$ cat src/rtl/buffer_transfer_splitter_if.sv
// Handshake bundle between the buffer transfer splitter and its surroundings:
// descriptor in, memory-write requests and acks, and the completion report.
interface buffer_transfer_splitter_if #(
  parameter int VADDR_BITS = 32,
  parameter int LEN_BITS   = 17
);
  logic                  desc_valid;
  logic                  desc_ready;
  logic [VADDR_BITS-1:0] desc_vaddr;
  logic [27:0]           desc_size;
  logic [2:0]            desc_type;

  logic                  req_valid;
  logic                  req_ready;
  logic [VADDR_BITS-1:0] req_vaddr;
  logic [LEN_BITS-1:0]   req_len;
  logic                  req_last;
  logic                  ack;

  logic                  done_valid;
  logic                  done_ready;
  logic [27:0]           done_bytes;
  logic                  done_error;

  // master is the splitter's view, slave is the environment driving it
  modport master (
    input  desc_valid, desc_vaddr, desc_size, desc_type, req_ready, ack, done_ready,
    output desc_ready, req_valid, req_vaddr, req_len, req_last,
           done_valid, done_bytes, done_error
  );

  modport slave (
    output desc_valid, desc_vaddr, desc_size, desc_type, req_ready, ack, done_ready,
    input  desc_ready, req_valid, req_vaddr, req_len, req_last,
           done_valid, done_bytes, done_error
  );
endinterface

$ cat src/rtl/buffer_transfer_splitter.sv
// Splits one buffer descriptor into memory-write requests of at most TRANSFER_SIZE
// bytes, limits outstanding requests, and reports completion once all are acked.
module buffer_transfer_splitter #(
  parameter int TRANSFER_SIZE   = 65536,
  parameter int MAX_OUTSTANDING = 4,
  parameter int VADDR_BITS      = 32,
  parameter int LEN_BITS        = $clog2(TRANSFER_SIZE) + 1
) (
  input  logic                       clk,
  input  logic                       rst,
  buffer_transfer_splitter_if.master bus
);

  localparam int              OW      = $clog2(MAX_OUTSTANDING + 1);
  localparam logic [OW-1:0]   MAX_OUT = OW'(MAX_OUTSTANDING);
  localparam logic [27:0]     XFER    = 28'(TRANSFER_SIZE);

  typedef enum logic [1:0] {IDLE, ISSUE, DRAIN, DONE} state_t;

  state_t                state, state_nxt;
  logic [VADDR_BITS-1:0] cur_vaddr, cur_vaddr_nxt;
  logic [27:0]           remaining, remaining_nxt;
  logic [27:0]           total, total_nxt;
  logic [OW-1:0]         outstanding, outstanding_nxt;
  logic                  err, err_nxt;

  logic [27:0]           align_mask;
  logic [27:0]           aligned;
  logic                  req_hs;
  logic                  ack_live;
  logic                  spurious;
  logic                  fits;

  // Element width drives the round-down; invalid types are rejected before use
  always_comb begin
    align_mask = 28'hFFF_FFFF;
    case (bus.desc_type)
      3'd1, 3'd3: align_mask = 28'hFFF_FFFC;
      3'd2, 3'd4: align_mask = 28'hFFF_FFF8;
      default:    align_mask = 28'hFFF_FFFF;
    endcase
    aligned = bus.desc_size & align_mask;
  end

  assign fits           = (remaining <= XFER);
  assign bus.desc_ready = (state == IDLE);
  assign bus.req_valid  = (state == ISSUE) && (outstanding < MAX_OUT);
  assign bus.req_vaddr  = cur_vaddr;
  assign bus.req_len    = fits ? LEN_BITS'(remaining) : LEN_BITS'(XFER);
  assign bus.req_last   = (state == ISSUE) && fits;
  assign bus.done_valid = (state == DONE);
  assign bus.done_bytes = total;
  assign bus.done_error = err;

  assign req_hs   = bus.req_valid && bus.req_ready;
  assign ack_live = bus.ack && ((state == ISSUE) || (state == DRAIN));

  // Outstanding window: an ack with nothing outstanding is flagged instead of underflowing
  always_comb begin
    outstanding_nxt = outstanding;
    spurious        = 1'b0;
    if (req_hs && !ack_live) begin
      outstanding_nxt = outstanding + 1'b1;
    end else if (!req_hs && ack_live) begin
      if (outstanding == '0) begin
        spurious = 1'b1;
      end else begin
        outstanding_nxt = outstanding - 1'b1;
      end
    end
  end

  always_comb begin
    state_nxt     = state;
    cur_vaddr_nxt = cur_vaddr;
    remaining_nxt = remaining;
    total_nxt     = total;
    err_nxt       = err;
    case (state)
      IDLE: begin
        if (bus.desc_valid) begin
          cur_vaddr_nxt = bus.desc_vaddr;
          if (bus.desc_type > 3'd4) begin
            err_nxt       = 1'b1;
            total_nxt     = '0;
            remaining_nxt = '0;
            state_nxt     = DONE;
          end else if (aligned == '0) begin
            total_nxt     = '0;
            remaining_nxt = '0;
            state_nxt     = DONE;
          end else begin
            total_nxt     = aligned;
            remaining_nxt = aligned;
            state_nxt     = ISSUE;
          end
        end
      end
      ISSUE: begin
        err_nxt = err || spurious;
        if (req_hs) begin
          remaining_nxt = remaining - 28'(bus.req_len);
          cur_vaddr_nxt = cur_vaddr + VADDR_BITS'(bus.req_len);
          if (bus.req_last) begin
            state_nxt = DRAIN;
          end
        end
      end
      // Looking at the next count lets the final ack raise done_valid one cycle later
      DRAIN: begin
        err_nxt = err || spurious;
        if (outstanding_nxt == '0) begin
          state_nxt = DONE;
        end
      end
      DONE: begin
        if (bus.done_ready) begin
          err_nxt   = 1'b0;
          state_nxt = IDLE;
        end
      end
      default: state_nxt = IDLE;
    endcase
  end

  always_ff @(posedge clk or posedge rst) begin
    if (rst) begin
      state       <= IDLE;
      cur_vaddr   <= '0;
      remaining   <= '0;
      total       <= '0;
      outstanding <= '0;
      err         <= 1'b0;
    end else begin
      state       <= state_nxt;
      cur_vaddr   <= cur_vaddr_nxt;
      remaining   <= remaining_nxt;
      total       <= total_nxt;
      outstanding <= outstanding_nxt;
      err         <= err_nxt;
    end
  end

endmodule

$ cat src/flat_wrapper.sv
// flat-port wrapper written by rule: the top's interface ports become plain ports
module buffer_transfer_splitter_flat 
#(
  parameter int TRANSFER_SIZE   = 65536,
  parameter int MAX_OUTSTANDING = 4,
  parameter int VADDR_BITS      = 32,
  parameter int LEN_BITS        = $clog2(TRANSFER_SIZE) + 1
)
  (clk, rst, bus_desc_valid, bus_desc_vaddr, bus_desc_size, bus_desc_type, bus_req_ready, bus_ack, bus_done_ready, bus_desc_ready, bus_req_valid, bus_req_vaddr, bus_req_len, bus_req_last, bus_done_valid, bus_done_bytes, bus_done_error);
  buffer_transfer_splitter_if #(.VADDR_BITS(VADDR_BITS), .LEN_BITS(LEN_BITS)) bus_i ();
  input  logic clk;
  input  logic rst;
  input wire logic [$bits(bus_i.desc_valid)-1:0] bus_desc_valid;
  input wire logic [$bits(bus_i.desc_vaddr)-1:0] bus_desc_vaddr;
  input wire logic [$bits(bus_i.desc_size)-1:0] bus_desc_size;
  input wire logic [$bits(bus_i.desc_type)-1:0] bus_desc_type;
  input wire logic [$bits(bus_i.req_ready)-1:0] bus_req_ready;
  input wire logic [$bits(bus_i.ack)-1:0] bus_ack;
  input wire logic [$bits(bus_i.done_ready)-1:0] bus_done_ready;
  output wire logic [$bits(bus_i.desc_ready)-1:0] bus_desc_ready;
  output wire logic [$bits(bus_i.req_valid)-1:0] bus_req_valid;
  output wire logic [$bits(bus_i.req_vaddr)-1:0] bus_req_vaddr;
  output wire logic [$bits(bus_i.req_len)-1:0] bus_req_len;
  output wire logic [$bits(bus_i.req_last)-1:0] bus_req_last;
  output wire logic [$bits(bus_i.done_valid)-1:0] bus_done_valid;
  output wire logic [$bits(bus_i.done_bytes)-1:0] bus_done_bytes;
  output wire logic [$bits(bus_i.done_error)-1:0] bus_done_error;
  assign bus_i.desc_valid = bus_desc_valid;
  assign bus_i.desc_vaddr = bus_desc_vaddr;
  assign bus_i.desc_size = bus_desc_size;
  assign bus_i.desc_type = bus_desc_type;
  assign bus_i.req_ready = bus_req_ready;
  assign bus_i.ack = bus_ack;
  assign bus_i.done_ready = bus_done_ready;
  assign bus_desc_ready = bus_i.desc_ready;
  assign bus_req_valid = bus_i.req_valid;
  assign bus_req_vaddr = bus_i.req_vaddr;
  assign bus_req_len = bus_i.req_len;
  assign bus_req_last = bus_i.req_last;
  assign bus_done_valid = bus_i.done_valid;
  assign bus_done_bytes = bus_i.done_bytes;
  assign bus_done_error = bus_i.done_error;
  buffer_transfer_splitter #(.TRANSFER_SIZE(TRANSFER_SIZE), .MAX_OUTSTANDING(MAX_OUTSTANDING), .VADDR_BITS(VADDR_BITS), .LEN_BITS(LEN_BITS)) u_core (.clk(clk), .rst(rst), .bus(bus_i));
endmodule
$ cat config.mk
export PLATFORM = sky130hd
export DESIGN_NAME = buffer_transfer_splitter_flat
export DESIGN_NICKNAME = d
export VERILOG_FILES = /design/src/rtl/buffer_transfer_splitter_if.sv /design/src/rtl/buffer_transfer_splitter.sv /design/src/flat_wrapper.sv
export SDC_FILE = /design/constraint.sdc
export NUM_CORES = 1
export LEC_CHECK = 0
export CORE_UTILIZATION = 30
export CTS_CLUSTER_DIAMETER = 80
export DETAILED_ROUTE_END_ITERATION = 16
export DONT_BUFFER_PORTS = 1
export PLACE_DENSITY_LB_ADDON = 0.1
export SYNTH_ARGS = -nofsm -noshare
export SYNTH_HDL_FRONTEND = slang
export SYNTH_SLANG_ARGS = --single-unit
$ cat constraint.sdc
create_clock -name clk -period 5.4 [get_ports clk]
set_clock_uncertainty 0.1 [all_clocks]
set_input_delay 1.62 -clock clk [delete_from_list [all_inputs] [get_ports clk]]
set_output_delay 1.62 -clock clk [all_outputs]
set_load 0.1 [all_outputs]
==> summary.md <==
| Metric | Value |
|---|---|
| Maximum root-to-sink buffer count | `2` |
| Area growth, synth to finish | `11.8%` |
| Initial DRT Pass Iterations | `5` |
| Drt total wl | `20,200 um` |
| Port bufs | `0` |
| Sequential fraction of the synthesis area | `38.5%` |
| Top FF cell, synth | `dfrtp_1` |
| Post-DP HPWL | `15,100 um` |
| Hold crit path type | `reg -> reg` |
| Fin nets | `825` |
| GRT Total Usage | `19.9%` |
| Post-synth top area cell | `dfrtp_1` |
| Final Setup Violations | `0` |
| Routed Antenna Nets | `0` |
| Diodes inserted | `0` |
| Unique masters post-synth | `74` |
| Initial Util | `31.0%` |
| Synth Instances | `728` |
| Initial antenna violation count | `0` |
| Worst-path clk slew | `70 ps` |
| Fin crit share | `88.6%` |
| Fmax | `209 MHz` |
| CTS Hold Bufs | `0` |
| Vias in the first global route | `5,466` |
| First-pass GRT wire length | `31,400 um` |
| Slew HR | `27.5%` |
| Setup crit start kind | `register` |
| CTS sink count | `94` |
| Hold Vio Cnt, Final | `0` |
| Post-synth net total | `823` |
| Inserted Clock Buffers | `9` |
| Synth top area share | `38.5%` |
| Maxcap violations | `0` |
| CP Data Arrival Time | `3070 ps` |
| # rows | `51` |
| Share of cells above drive strength 1 | `10.7%` |
| Mapped cell area | `0.00611 mm^2` |
| Most common cell after layout, fill and taps aside | `nand2_1` |
| Die H | `145 um` |
| Drt drc | `0` |
| CP Max Fanout | `17` |
| Postcts setup bufs | `0` |
| Mean number of vias per cell | `5.59` |
| Post-synth EDFFs | `0` |
| Post-synthesis register bit count | `94` |
| DR iter-0 viols | `370` |
| Critical path class | `reg -> out` |
| Crit. End Element | `primary output` |
| Layout fillers | `2,051` |
| Worst slew pin tran | `1090 ps` |
| Tmin final | `4790 ps` |
| Avg WL per Cell | `20.2 um` |
| Largest cells by area after synthesis | `dfrtp_1 (38%), nand2_1 (7.0%), o21ai_0 (6.2%), ha_1 (5.1%), nor2_1 (3.6%)` |
| Root buffer cell | `clkbuf_16` |
| Status | `finished clean` |
| # IOs | `151` |
| CORE AREA | `0.0197 mm^2` |
| RSZ-0062 raised after global routing | `false` |
| Slew Limit Fails | `0` |
| CTS tree | `done` |
| Die ar. | `0.0210 mm^2` |
| Congestion Overflow GR | `0` |
| Placer Congestion | `0.852` |
| Most frequent cells in the layout | `nand2_1 (114), dfrtp_1 (94), o21ai_0 (75)` |
| Largest net degree at the start of global routing | `69` |
| Yosys warning count | `0` |
| Final TNS setup | `0 ps` |
| Die Width | `145 um` |
| Max H-tree Level | `3` |
| Post_cts resized | `0` |
| Async SR Flop Fraction | `100%` |
| Worst path required time | `3680 ps` |
| Skew-Pair Late Insertion Delay | `360 ps` |
| Detailed-route via count | `5,592` |
| Syn avg cell area | `8.40 um^2` |
| Minimum hold slack | `436 ps` |
[worst max-delay path: stages, from the launching register on]
cell	delay, ps
dfrtp_1	470
nor4_4	450
nand4b_4	190
o41ai_4	750
nand2_2	330
nor2_2	200
buf_4	320
[cell usage after synthesis, types with 9 or more instances]
| library cell | instances |
|---|---|
| o21ai_0 | 76 |
| clkbuf_1 | 33 |
| nor2_1 | 58 |
| o22ai_1 | 9 |
| nand2_1 | 114 |
| inv_1 | 18 |
| nand3_1 | 16 |
| a211oi_1 | 14 |
| and3_1 | 26 |
| dfrtp_1 | 94 |
| nor3_1 | 15 |
| a21oi_1 | 40 |
| mux2i_1 | 14 |
| ha_1 | 25 |
| nor4_1 | 14 |
| or2_2 | 9 |
[logic make-up (layout without fill, tap and decap cells)]
group / count (synthesis) / count (layout) / synth area share [%]
fa+ha+maj: 26 / 26 / 5.44
compound gates: 231 / 231 / 25.0
mux: 16 / 16 / 2.66
xor+xnor: 10 / 10 / 1.43
flops: 94 / 94 / 38.5
simple gates: 293 / 293 / 23.4
other cells: 1 / 1 / 0.0613
buf+inv: 57 / 64 / 3.58
[sequential cells by signal, indices dropped and copies added (netlist names)]
name / count
u_core.bus.done_error: 1
u_core.state: 2
u_core.bus.req_vaddr: 32
u_core.remaining: 28
u_core.outstanding: 3
u_core.bus.done_bytes: 28
[metrics by stage]
stage	utilization (%)	std cells	instance area, um^2	setup slack [ps]
2_1_floorplan	-	728	6110	365
3_3_place_gp	33.2	984	6540	883
3_5_place_dp	33.2	984	6540	794
4_1_cts	34.7	1000	6840	603
5_1_grt	34.7	1000	6840	381
6_report	34.7	1000	6840	614
[routing by layer]
layer,vias to the layer above,wire length (um),track usage [%],share of wire [%]
met5,-,0,0,0
met3,20,1120,4.97,5.6
met1,2752,8960,25.4,44
met4,0,324,6.26,1.6
met2,140,9750,32.8,48
li1,2680,-,-,-
[area by class of cell]
cell class	instances	area, um^2	area share [%]
clock buffers	10	229	3.35
clock inverters	6	68.8	1.01
inverters	19	73.8	1.08
multi-input cells	577	3560	52.1
flip-flops and latches	94	2350	34.4
well taps	265	332	4.85
repair buffers	29	218	3.18
[worst paths after layout]
check,from,slack [ps],endpoint,depth (start not counted)
min in group asynchronous,rst,1220,u_core.bus.done_bytes[9]$_DFFE_PP0P_,1
max in group asynchronous,rst,3050,u_core.remaining[22]$_DFFE_PP0P_,2
worst min register to register,u_core.remaining[27]$_DFFE_PP0P_,440,u_core.remaining[27]$_DFFE_PP0P_,1
worst max-delay path,u_core.remaining[4]$_DFFE_PP0P_,610,bus_req_len[6],6
worst max register to register,u_core.remaining[4]$_DFFE_PP0P_,710,u_core.bus.req_vaddr[24]$_DFFE_PP0P_,13
worst min-delay path,u_core.remaining[27]$_DFFE_PP0P_,440,u_core.remaining[27]$_DFFE_PP0P_,1
Power is not shown: default switching activity piles up to over one toggle a cycle in this logic, so the estimate is an artifact.
